## config.mk

```make
export PLATFORM = sky130hd
export DESIGN_NAME = mem_arbiter
export DESIGN_NICKNAME = d
export VERILOG_FILES = /design/src/rtl/mem_arb_pkg.sv /design/src/rtl/mem_lat_cnt.sv /design/src/rtl/mem_arbiter.sv
export SDC_FILE = /design/constraint.sdc
export NUM_CORES = 1
export LEC_CHECK = 0
export ABC_AREA = 1
export CORE_MARGIN = 8
export CORE_UTILIZATION = 40
export CTS_BUF_LIST = sky130_fd_sc_hd__clkbuf_8
export CTS_CLUSTER_DIAMETER = 200
export DETAILED_ROUTE_END_ITERATION = 7
export PLACE_DENSITY = 0.78
export SLEW_MARGIN = 20
export SYNTH_ARGS = -nofsm -noshare
export SYNTH_HDL_FRONTEND = slang
export SYNTH_SLANG_ARGS = --single-unit
```

## constraint.sdc

```tcl
create_clock -name clk -period 1.32 [get_ports clk]
set_input_delay 0.198 -clock clk [delete_from_list [all_inputs] [get_ports clk]]
set_output_delay 0.198 -clock clk [all_outputs]
set_load 0.01 [all_outputs]
```

## src/rtl/mem_arb_pkg.sv

```systemverilog
// Shared types and constants for the two-requester single-port memory arbiter.
package mem_arb_pkg;

    localparam int unsigned WORD_W      = 16;
    localparam int unsigned MEM_LAT_DEF = 4;
    localparam int unsigned CNT_W       = 4;

    typedef enum logic [1:0] {IDLE, ISSUE, WAIT, DONE} arb_state_t;
    typedef enum logic {GNT_IF, GNT_D} gnt_t;

endpackage

```

## src/rtl/mem_lat_cnt.sv

```systemverilog
// Loadable down-counter: after a load, expired rises on the MEM_LAT-th enabled cycle.
module mem_lat_cnt
    import mem_arb_pkg::*;
#(
    parameter int unsigned MEM_LAT = MEM_LAT_DEF
) (
    input  logic clk,
    input  logic rst_n,
    input  logic load,
    input  logic en,
    output logic expired
);

    logic [CNT_W-1:0] cnt;

    always_ff @(posedge clk or negedge rst_n) begin
        if (!rst_n) begin
            cnt <= '0;
        end else if (load) begin
            cnt <= CNT_W'(MEM_LAT - 1);
        end else if (en && cnt != '0) begin
            cnt <= cnt - 1'b1;
        end
    end

    assign expired = en && (cnt == '0);

endmodule

```

## src/rtl/mem_arbiter.sv

```systemverilog
// Arbiter sharing one fixed-latency memory port between fetch and data requesters.
// Define MEM_ARB_RR_EN for round-robin on simultaneous requests; default is data-over-fetch priority.
module mem_arbiter
    import mem_arb_pkg::*;
#(
    parameter int unsigned MEM_LAT = MEM_LAT_DEF
) (
    input  logic              clk,
    input  logic              rst_n,
    input  logic              if_req,
    input  logic [WORD_W-1:0] if_addr,
    output logic [WORD_W-1:0] if_rdata,
    output logic              if_done,
    input  logic              d_req,
    input  logic              d_wr,
    input  logic [WORD_W-1:0] d_addr,
    input  logic [WORD_W-1:0] d_wdata,
    output logic [WORD_W-1:0] d_rdata,
    output logic              d_done,
    output logic              mem_en,
    output logic              mem_wr,
    output logic [WORD_W-1:0] mem_addr,
    output logic [WORD_W-1:0] mem_wdata,
    input  logic [WORD_W-1:0] mem_rdata,
    output logic              if_stall,
    output logic              d_stall
);

    arb_state_t        state, state_nxt;
    gnt_t              gnt, gnt_sel;
    logic              grant;
    logic              lat_wr;
    logic [WORD_W-1:0] lat_addr, lat_wdata;
    logic              lat_expired;

    assign grant = (state == IDLE) && (if_req || d_req);

    // gnt keeps the identity of the most recent grant, so it doubles as the last-grant record.
    always_comb begin
        gnt_sel = GNT_IF;
`ifdef MEM_ARB_RR_EN
        if (d_req && if_req) begin
            if (gnt == GNT_D) gnt_sel = GNT_IF;
            else              gnt_sel = GNT_D;
        end else if (d_req) begin
            gnt_sel = GNT_D;
        end
`else
        if (d_req) gnt_sel = GNT_D;
`endif
    end

    always_ff @(posedge clk or negedge rst_n) begin
        if (!rst_n) state <= IDLE;
        else        state <= state_nxt;
    end

    always_comb begin
        state_nxt = state;
        mem_en    = 1'b0;
        mem_wr    = 1'b0;
        if_done   = 1'b0;
        d_done    = 1'b0;
        case (state)
            IDLE:  if (if_req || d_req) state_nxt = ISSUE;
            ISSUE: begin
                mem_en    = 1'b1;
                mem_wr    = lat_wr;
                state_nxt = WAIT;
            end
            WAIT:  if (lat_expired) state_nxt = DONE;
            DONE:  begin
                if_done   = (gnt == GNT_IF);
                d_done    = (gnt == GNT_D);
                state_nxt = IDLE;
            end
            default: state_nxt = IDLE;
        endcase
    end

    always_ff @(posedge clk or negedge rst_n) begin
        if (!rst_n) begin
            gnt       <= GNT_IF;
            lat_wr    <= 1'b0;
            lat_addr  <= '0;
            lat_wdata <= '0;
        end else if (grant) begin
            gnt <= gnt_sel;
            if (gnt_sel == GNT_D) begin
                lat_wr    <= d_wr;
                lat_addr  <= d_addr;
                lat_wdata <= d_wdata;
            end else begin
                lat_wr    <= 1'b0;
                lat_addr  <= if_addr;
                lat_wdata <= '0;
            end
        end
    end

    always_ff @(posedge clk or negedge rst_n) begin
        if (!rst_n) begin
            if_rdata <= '0;
            d_rdata  <= '0;
        end else if (state == WAIT && lat_expired) begin
            if (gnt == GNT_IF)  if_rdata <= mem_rdata;
            else if (!lat_wr)   d_rdata  <= mem_rdata;
        end
    end

    mem_lat_cnt #(.MEM_LAT(MEM_LAT)) u_lat_cnt (
        .clk     (clk),
        .rst_n   (rst_n),
        .load    (state == ISSUE),
        .en      (state == WAIT),
        .expired (lat_expired)
    );

    assign mem_addr  = lat_addr;
    assign mem_wdata = lat_wdata;
    assign if_stall  = if_req & ~if_done;
    assign d_stall   = d_req & ~d_done;

endmodule

```

==> impl_metrics.tcl, run 1 <==
set metrics [dict create \
    status "finished with violations" \
    violations "negative setup slack" \
    clock_skew_ns 0.0102 \
    worst_slew_pin_slew_ns 0.405 \
    hold_slack_ns 0.383 \
    async_flop_share 1.00 \
    grt_use_total 0.175 \
    core.rowCount 33 \
    synth-edff-count 0 \
    start_util 0.414 \
    critPathMaxStageDelay_ns 0.41 \
    routed.top_layer "met4" \
    synth-xor-area-share 0.00256 \
    drive_gt1_frac 0.404 \
    ys_types 25 \
    placed_cell_area_um2 5050 \
    dominantRegCellSynth "dfrtp_1" \
    synthSimpleGateAreaFrac 0.165 \
    dpl.hpwl_um 7060 \
    path_cells "inv_2 -> buf_6 -> ha_4 -> o21a_4 -> buf_12 -> buf_16 -> o21a_1" \
    viasPerCell 4.73 \
    htreeDepth 3 \
    post-synth-top-count-cell "dfrtp_1" \
    cts_buffers 9 \
    avgSynthCellArea_um2 9.94 \
    met2_length_um 5460 \
    fin_util 0.718 \
    port_buffers 138 \
    maxCapViolCount 0 \
    core_um2 8260 \
    hold_violations 0 \
    routedWlPerCell_um 16.5 \
    wl_met3_um 828 \
    ant_nets 0 \
    syn-num-nets 419 \
    required_ns 1.56 \
    via_count 2987 \
    final_area_um2 5930 \
    wl_um 10500 \
    cts_tree "done" \
    yosys-top-cells-count "dfrtp_1 (72), inv_1 (43), o21ai_2 (42), nor2_1 (39), nand2_2 (29)" \
    final.setup.tns_ns -6.19 \
    muxShareOfSynthArea 0 \
    grt_pass1_wl_um 16300 \
    die-area_um2 11800 \
    end_kind "register" \
    wl_met1_um 4080 \
    irDropWorstVdd_uv 1010 \
    clk_latency_ns 0.34 \
    worstPathMaxFanout 7 \
    ys_seq_elements 72 \
    final_max_slew_viol_count 0 \
    synthesis.area_um2 3420 \
    synth_top_family_by_area "compound AO/OA/AOI/OAI gates" \
    crit_arrival_ns 1.73 \
    reg2regPathDepth 7 \
    yosysTopAreaCell "dfrtp_1" \
    synthAdderAreaFrac 0.0219 \
    synth_compound_area_frac 0.188 \
    min_path_type "input pin to asynchronous set/reset pin" \
    drt_first_pass_iters 4 \
    final_cell_count_no_fill 632 \
    yosys-top-cells-area "dfrtp_1 (53%), o21ai_2 (11%), nand2_2 (5.3%)" \
    grt_pass1_vias 3261 \
    r2r-start "state[1]" \
    power_leakage_nw 2.68 \
    ios 139 \
    dp_cells 595 \
    grt_setup_unrepaired "true" \
    netlist_instances 344 \
    regToRegSetupSlack_ns -0.17 \
    routabilityCongestion 0.785 \
    yosysSeqAreaShare 0.527 \
    syn_to_final_growth_pct 73.3 \
    synth_top_area_share 0.527 \
    max_slew_margin 0.730 \
    worst_slack_ns -0.171 \
    cts.sinks 72 \
    setup_viol_count_final 75 \
    drt_iter0_markers 87 \
    crit_slowest_cell "dfrtp_2" \
    finalCriticalPeriod_ns 1.49 \
    min_period_over_period 1.13 \
    r2r_end "mem_addr[11]" \
    antennaDiodeCount 0 \
    grt_max_degree 73 \
    clk_pin_slew_ns 0.08 \
    timing_worst_setup_path_type "register to register" \
    timing.fmax_mhz 671 \
    fin_nets 597 \
    fp.dieW_um 108 \
    critPathLaunchType "register" \
    floorplan.die.height_um 108 \
    p_per_area_nw_per_um2 2140 \
    antenna_found_initial 0 \
    pre_cts_ws_ns -0.283 \
    drc 0 \
    yosys_warnings 0 \
    power_mw 12.7 \
    clock_path_buffers 2 \
    fillers 596 \
    root_buffer "clkbuf_8" \
    gr-total-overflow 0 \
]
==> worst max path at each step <==
stage	start	end	slack [ns]
after global placement	d_req	d_stall	-0.27
after CTS	state[0]	if_stall	-0.17
after floorplan	state[0]	mem_addr[13]	-0.009
after detailed placement	d_req	mem_addr[0]	-0.28
after global routing	state[1]	mem_addr[11]	-0.22
final	state[1]	mem_addr[11]	-0.17
==> cells in the final DEF (no fill, tap or decap), types with 5 or more instances in the layout <==
cell / count
inv_1: 36
ha_4: 5
clkbuf_8: 11
buf_12: 11
buf_4: 19
inv_2: 9
nand2_2: 29
clkdlybuf4s50_1: 67
nand2_4: 9
dlygate4sd2_1: 64
nor2_1: 38
buf_6: 13
o21ai_2: 66
nand3_1: 9
nand2_1: 11
o21a_1: 16
dfrtp_1: 68
nand3_2: 12
==> report_power, final <==
part           total, mW  leakage, nW  internal, mW  switching (mW)
registers           3.93        0.815          3.22           0.718
clock network       2.18        0.126          1.36           0.826
logic               6.59         1.74          3.44            3.15
total               12.7         2.68          8.02            4.69
==> cell families (layout without fill, tap and decap cells) <==
logic type / after synthesis / after routing
AND/OR/NAND/NOR: 114 / 114
AO/OA/AOI/OAI: 86 / 86
flip-flops: 72 / 72
buffers and inverters: 65 / 248
adder cells (fa/ha/maj): 6 / 6
XOR/XNOR: 1 / 1
==> critical path, delay by kind of cell, from the launching register on <==
family	cells	cell delay (ns)
DFF	1	0.41
AOI/OAI and AO/OA	2	0.34
adders and majority gates	1	0.16
buffers and inverters	4	0.48
==> flip-flops by register name, indices dropped and copies added (netlist names) <==
signal,count
d_rdata,16
if_rdata,16
mem_addr,16
mem_wdata,16
u_lat_cnt.cnt,4
state,2
gnt,1
lat_wr,1
==> what timing repair did <==
item / CTS / global route
setup endpoints to repair: 142 / 76
hold endpoints to repair: 72 / 0
pin swaps: 6 / 5
hold buffers: 1 / 0
resized for setup: 151 / 43
gates cloned: 6 / 3
setup buffers: 12 / 2
==> layout make-up <==
cell class              count  area, um^2  area share
repair buffers            185        1950       0.329
flip-flops and latches     72        1810       0.305
clock inverters             5         103      0.0173
clock buffers              11         151      0.0255
inverters                  47         181      0.0306
well taps                 105         131      0.0222
multi-input cells         207        1610       0.271
==> routing by layer <==
metal | vias up | track usage
li1 | 1459 | -
met1 | 1432 | 0.199
met2 | 89 | 0.298
met3 | 7 | 0.0720
met4 | 0 | 0.0469
met5 | - | 0
(Power assumes the default switching activity.)
==> run 2, diff against run 1 <==
Settings changed: CORE_ASPECT_RATIO set to 1.25, GPL_TIMING_DRIVEN set to 0.
==> run 2 against run 1 <==
The flow still finishes with violations (negative setup slack). Via count rose by 0.27%. Die area grew 0.16%. Power decreased by 6.4%. Worst setup slack got worse by 0.0015 ns. Critical path depth fell by 2. Utilization is 4.7 points lower. Combinational power down 11%. Wire length shrank 2.8%. Critical path type is now register to output port. Maximum frequency fell by 0.10%.
==> impl_metrics.tcl, run 2 (synthesis gave the netlist of run 1 again) <==
set metrics [dict create \
    hold_slack_ns 0.279 \
    clockPowerShare 0.180 \
    grt_pass1_wl_um 16300 \
    min_period_over_period 1.13 \
    p_seq_frac 0.327 \
    htreeDepth 3 \
    placed_cell_area_um2 4930 \
    worstPathMaxFanout 3 \
    min_path_type "input pin to register" \
    setup_viol_count_final 65 \
    drt_iter0_markers 122 \
    path_cells "buf_6 -> ha_4 -> nand2_2 -> inv_2 -> buf_6" \
    dp_cells 579 \
    r2r-start "state[0]" \
    layout_common_cells "dfrtp_1 (71), clkdlybuf4s50_1 (66), dlygate4sd2_1 (64), o21ai_2 (51)" \
    core.rowCount 37 \
    final_area_um2 5560 \
    power_leakage_nw 2.55 \
    clock_skew_ns 0.0135 \
    max_slew_margin 0.665 \
    hold_violations 0 \
    grt_max_degree 39 \
    floorplan.die.height_um 119 \
    clock_path_buffers 2 \
    cts.sinks 72 \
    start_util 0.413 \
    via_count 2995 \
    irDropWorstVdd_uv 1170 \
    hp-start "d_req" \
    wl_met3_um 1090 \
    dpl.hpwl_um 7190 \
    regToRegSetupSlack_ns -0.17 \
    grt_pass1_vias 3186 \
    final_max_slew_viol_count 0 \
    fp.dieW_um 98.7 \
    critPathMaxStageDelay_ns 0.44 \
    grt_setup_unrepaired "true" \
    clk_pin_slew_ns 0.08 \
    crit_arrival_ns 1.29 \
    antenna_found_initial 0 \
    routed.top_layer "met4" \
    crit_path_start "state[0]" \
    die-area_um2 11800 \
    clk_latency_ns 0.35 \
    wl_met1_um 4140 \
    root_buffer "clkbuf_8" \
    intPower_mw 7.44 \
    layout_commonest_cell "dfrtp_1" \
    critPathLaunchType "register" \
    met2_length_um 4780 \
    final_cell_count_no_fill 615 \
    ios 139 \
    worst_slew_pin_slew_ns 0.502 \
    syn_to_final_growth_pct 62.5 \
    ant_nets 0 \
    cts_buffers 9 \
    drive_gt1_frac 0.328 \
    finalCriticalPeriod_ns 1.49 \
    viasPerCell 4.87 \
    violations "negative setup slack" \
    fin_nets 588 \
    pwr-share-comb 0.493 \
    antennaDiodeCount 0 \
    p_per_area_nw_per_um2 2140 \
    power_switching_share 0.375 \
    wl_um 10200 \
    port_buffers 137 \
    routedWlPerCell_um 16.5 \
    timing_worst_setup_path_type "register to output port" \
    cpMostUsedCell "buf_6" \
    power_mw 11.9 \
    status "finished with violations" \
    cts_tree "done" \
    p_switching_mw 4.46 \
    drt_first_pass_iters 4 \
    timing.fmax_mhz 670 \
    crit_slowest_cell "dfrtp_1" \
    grt_use_total 0.171 \
    routabilityCongestion 0.749 \
    gr-total-overflow 0 \
    required_ns 1.12 \
    core_um2 8290 \
    drc 0 \
    end_kind "output port" \
    maxCapViolCount 0 \
    worst_slack_ns -0.173 \
]
run 2: per-layer routing:
metal / GRT usage / up-vias
li1: - / 1444
met1: 0.202 / 1399
met2: 0.263 / 140
met3: 0.0944 / 12
met4: 0.0500 / 0
met5: 0 / -
run 2: final timing paths:
check	cells past startpoint	end
setup / recovery	5	mem_wr
hold / removal	4	mem_addr[1]
setup reg to reg	7	d_rdata[2]
hold reg to reg	2	d_rdata[9]
max in group asynchronous	3	state[1]
min in group asynchronous	2	if_rdata[0]
run 2: through the flow:
| step | util | setup TNS, ns | worst slack (ns) |
|---|---|---|---|
| after global routing | 0.671 | -11.23 | -0.224 |
| after floorplan | - | -0.0964 | -0.00868 |
| after CTS | 0.626 | -4.35 | -0.180 |
| after global placement | 0.593 | -178.17 | -2.39 |
| after detailed placement | 0.595 | -9.56 | -0.290 |
| final | 0.671 | -7.28 | -0.173 |
run 2: worst max-delay path: cells and delay by family (launching register included):
family | cells | cell delay [ns]
AND/OR/NAND/NOR | 1 | 0.06
flip-flops | 1 | 0.44
adder cells (fa/ha/maj) | 1 | 0.16
buffers and inverters | 3 | 0.28
run 2: repair_timing:
item	in CTS	in global routing
hold buffers	1	0
pin swaps	0	5
buffers inserted	3	10
gates resized for setup	112	56
hold endpoints to repair	37	0
setup endpoints to repair	142	78
cloned	3	3
run 2: final cells by class:
type                       instances  area, um^2
buffer                            18         223
sequential                        72        1800
multi-input combinational        208        1480
inverter                          47         179
fill                             688        2730
clock inverter                     7         120
tap                               97         121
timing repair buffer             157        1510
clock buffer                       9         124
run 2: power by group through the flow:
stage,Clock [mW],Combinational [mW],Sequential [mW]
3_3_place_gp,0,5.30,3.85
5_1_grt,2.25,6.43,4.02
6_report,2.15,5.86,3.89
4_1_cts,2.16,5.12,3.83
2_1_floorplan,0,2.32,4.25
3_5_place_dp,0,5.42,3.89
==> run 3, diff against run 2 <==
Settings changed: SKIP_LAST_GASP set to 1.
==> run 3 against run 2 <==
The flow still finishes with violations (negative setup slack). Via count shrank 0.70%. Sequential share of layout area grew 0.15 points. Final cell count is the same. Utilization shrank 0.32 points. Die area is the same. Cell area shrank 0.47%. Power shrank 0.52%. Critical endpoint unchanged. First-iteration DRC count grew 7.4%. Clock-buffer cell count is the same. Largest power group unchanged. Hold slack is essentially flat. Highest routed layer unchanged. Worst setup slack is essentially flat. Sequential cell count is the same.
==> impl_metrics.tcl, run 3 (synthesis gave the netlist of run 1 again) <==
set metrics [dict create \
    status "finished with violations" \
    violations "negative setup slack" \
    clock_skew_ns 0.0147 \
    clockPowerShare 0.181 \
    worst_slack_ns -0.173 \
    crit_path_start "state[0]" \
    critPathMaxStageDelay_ns 0.44 \
    max_slew_margin 0.664 \
    seq_area_um2 1800 \
    floorplan.die.height_um 119 \
    timing_worst_setup_path_type "register to output port" \
    grt_util_met1 0.202 \
    fillers 690 \
    routabilityCongestion 0.749 \
    pwr-share-comb 0.490 \
    final_max_slew_viol_count 0 \
    clock_path_buffers 2 \
    dpl.hpwl_um 7190 \
    met2_usage 0.263 \
    drc 0 \
    critPathLaunchType "register" \
    viasPerCell 4.84 \
    r2r-start "state[0]" \
    drt_iter0_markers 131 \
    clk_pin_slew_ns 0.08 \
    power_switching_share 0.374 \
    hold_slack_ns 0.279 \
    setup_viol_count_final 67 \
    path_cells "buf_6 -> ha_4 -> nand2_2 -> inv_2 -> buf_6" \
    worstPathMaxFanout 3 \
    crit_family "flip-flops" \
    layout_commonest_cell "dfrtp_1" \
    port_buffers 137 \
    core.rowCount 37 \
    grt_busiest_layer "met2" \
    gr-total-overflow 0 \
    syn_to_final_growth_pct 61.7 \
    met3_usage 0.0944 \
    p_switching_mw 4.43 \
    grt_setup_unrepaired "true" \
    pre_cts_ws_ns -0.290 \
    multiInputGateArea_um2 1460 \
    ios 139 \
    layout_common_cells "dfrtp_1 (71), clkdlybuf4s50_1 (66), dlygate4sd2_1 (64), o21ai_2 (46)" \
    grt_use_total 0.171 \
    finalCriticalPeriod_ns 1.49 \
    grt_max_degree 39 \
    drt_first_pass_iters 4 \
    p_per_area_nw_per_um2 2140 \
    antennaDiodeCount 0 \
    min_path_type "input pin to register" \
    p_seq_frac 0.329 \
    worst_slew_pin_slew_ns 0.504 \
    end_kind "output port" \
    grt_pass1_vias 3186 \
    regToRegSetupSlack_ns -0.17 \
    hold_violations 0 \
    cpMostUsedCell "buf_6" \
    fin_nets 588 \
    required_ns 1.12 \
    cts_tree "done" \
    start_util 0.413 \
    critPathBufInv 3 \
    via_count 2974 \
    maxCapViolCount 0 \
    cts.sinks 72 \
    power_leakage_nw 2.54 \
    antenna_found_initial 0 \
    cts_buffers 9 \
    drive_gt1_frac 0.319 \
    wl_um 10100 \
    min_period_over_period 1.13 \
    crit_arrival_ns 1.29 \
    intPower_mw 7.40 \
    clk_latency_ns 0.35 \
    fp.dieW_um 98.7 \
    timing.fmax_mhz 670 \
    irDropWorstVdd_uv 1180 \
    grt_pass1_wl_um 16300 \
    root_buffer "clkbuf_8" \
    hp-start "d_req" \
    routedWlPerCell_um 16.5 \
    htreeDepth 3 \
    crit_slowest_cell "dfrtp_1" \
    die-area_um2 11800 \
    ant_nets 0 \
    core_um2 8290 \
]
## run 3: cell counts in the layout (fill, tap and decap cells not counted)
Identical to the previous run, type by type.
## run 3: stage by stage
stage / utilization / total power [mW] / area (um^2) / TNS, ns / cells
floorplan: - / 6.57 / 3420 / -0.0964 / 344
global placement: 0.593 / 9.16 / 4920 / -178.17 / 578
detailed placement: 0.595 / 9.31 / 4930 / -9.56 / 579
CTS: 0.626 / 11.1 / 5190 / -4.35 / 602
global route: 0.668 / 12.6 / 5530 / -11.40 / 615
finish: 0.668 / 11.8 / 5530 / -7.58 / 615
## run 3: repair_timing
item	in CTS	in global routing
hold buffers	1	0
gates cloned	3	3
gates resized for setup	112	49
setup buffers	3	10
endpoints found under the setup margin	142	78
pin swaps	0	5
endpoints found under the hold margin	37	0
## run 3: power groups by stage
stage               Clock, mW  Combinational (mW)  Sequential, mW
floorplan                   0                2.32            4.25
global placement            0                5.30            3.85
detailed placement          0                5.42            3.89
CTS                      2.16                5.12            3.83
global route             2.25                6.37            4.02
finish                   2.14                5.80            3.90
## run 3: worst register-to-register path, cell delays in order, from the launching register on
cell     delay (ns)
dfrtp_1        0.44
inv_2          0.13
buf_12         0.11
ha_4           0.19
nand3_4        0.18
buf_12         0.21
nand2_2        0.07
o21ai_2        0.05
## run 3: worst paths after layout
path / to / cells past startpoint
min in group asynchronous: if_rdata[0] / 2
worst max register to register: d_rdata[2] / 7
worst max-delay path: mem_wr / 5
worst min-delay path: mem_addr[1] / 4
max in group asynchronous: state[1] / 3
worst min register to register: d_rdata[9] / 2
## run 3: metal layers
layer / share of wire / up-vias
li1: - / 1444
met1: 0.41 / 1387
met2: 0.47 / 131
met3: 0.11 / 12
met4: 0.015 / 0
met5: 0 / -
## run 3: layout make-up
class                   count  area share
plain buffers              18      0.0403
repair buffers            157       0.272
clock buffers               9      0.0224
flip-flops and latches     72       0.326
well taps                  97      0.0219
multi-input cells         208       0.263
clock inverters             7      0.0217
inverters                  47      0.0323
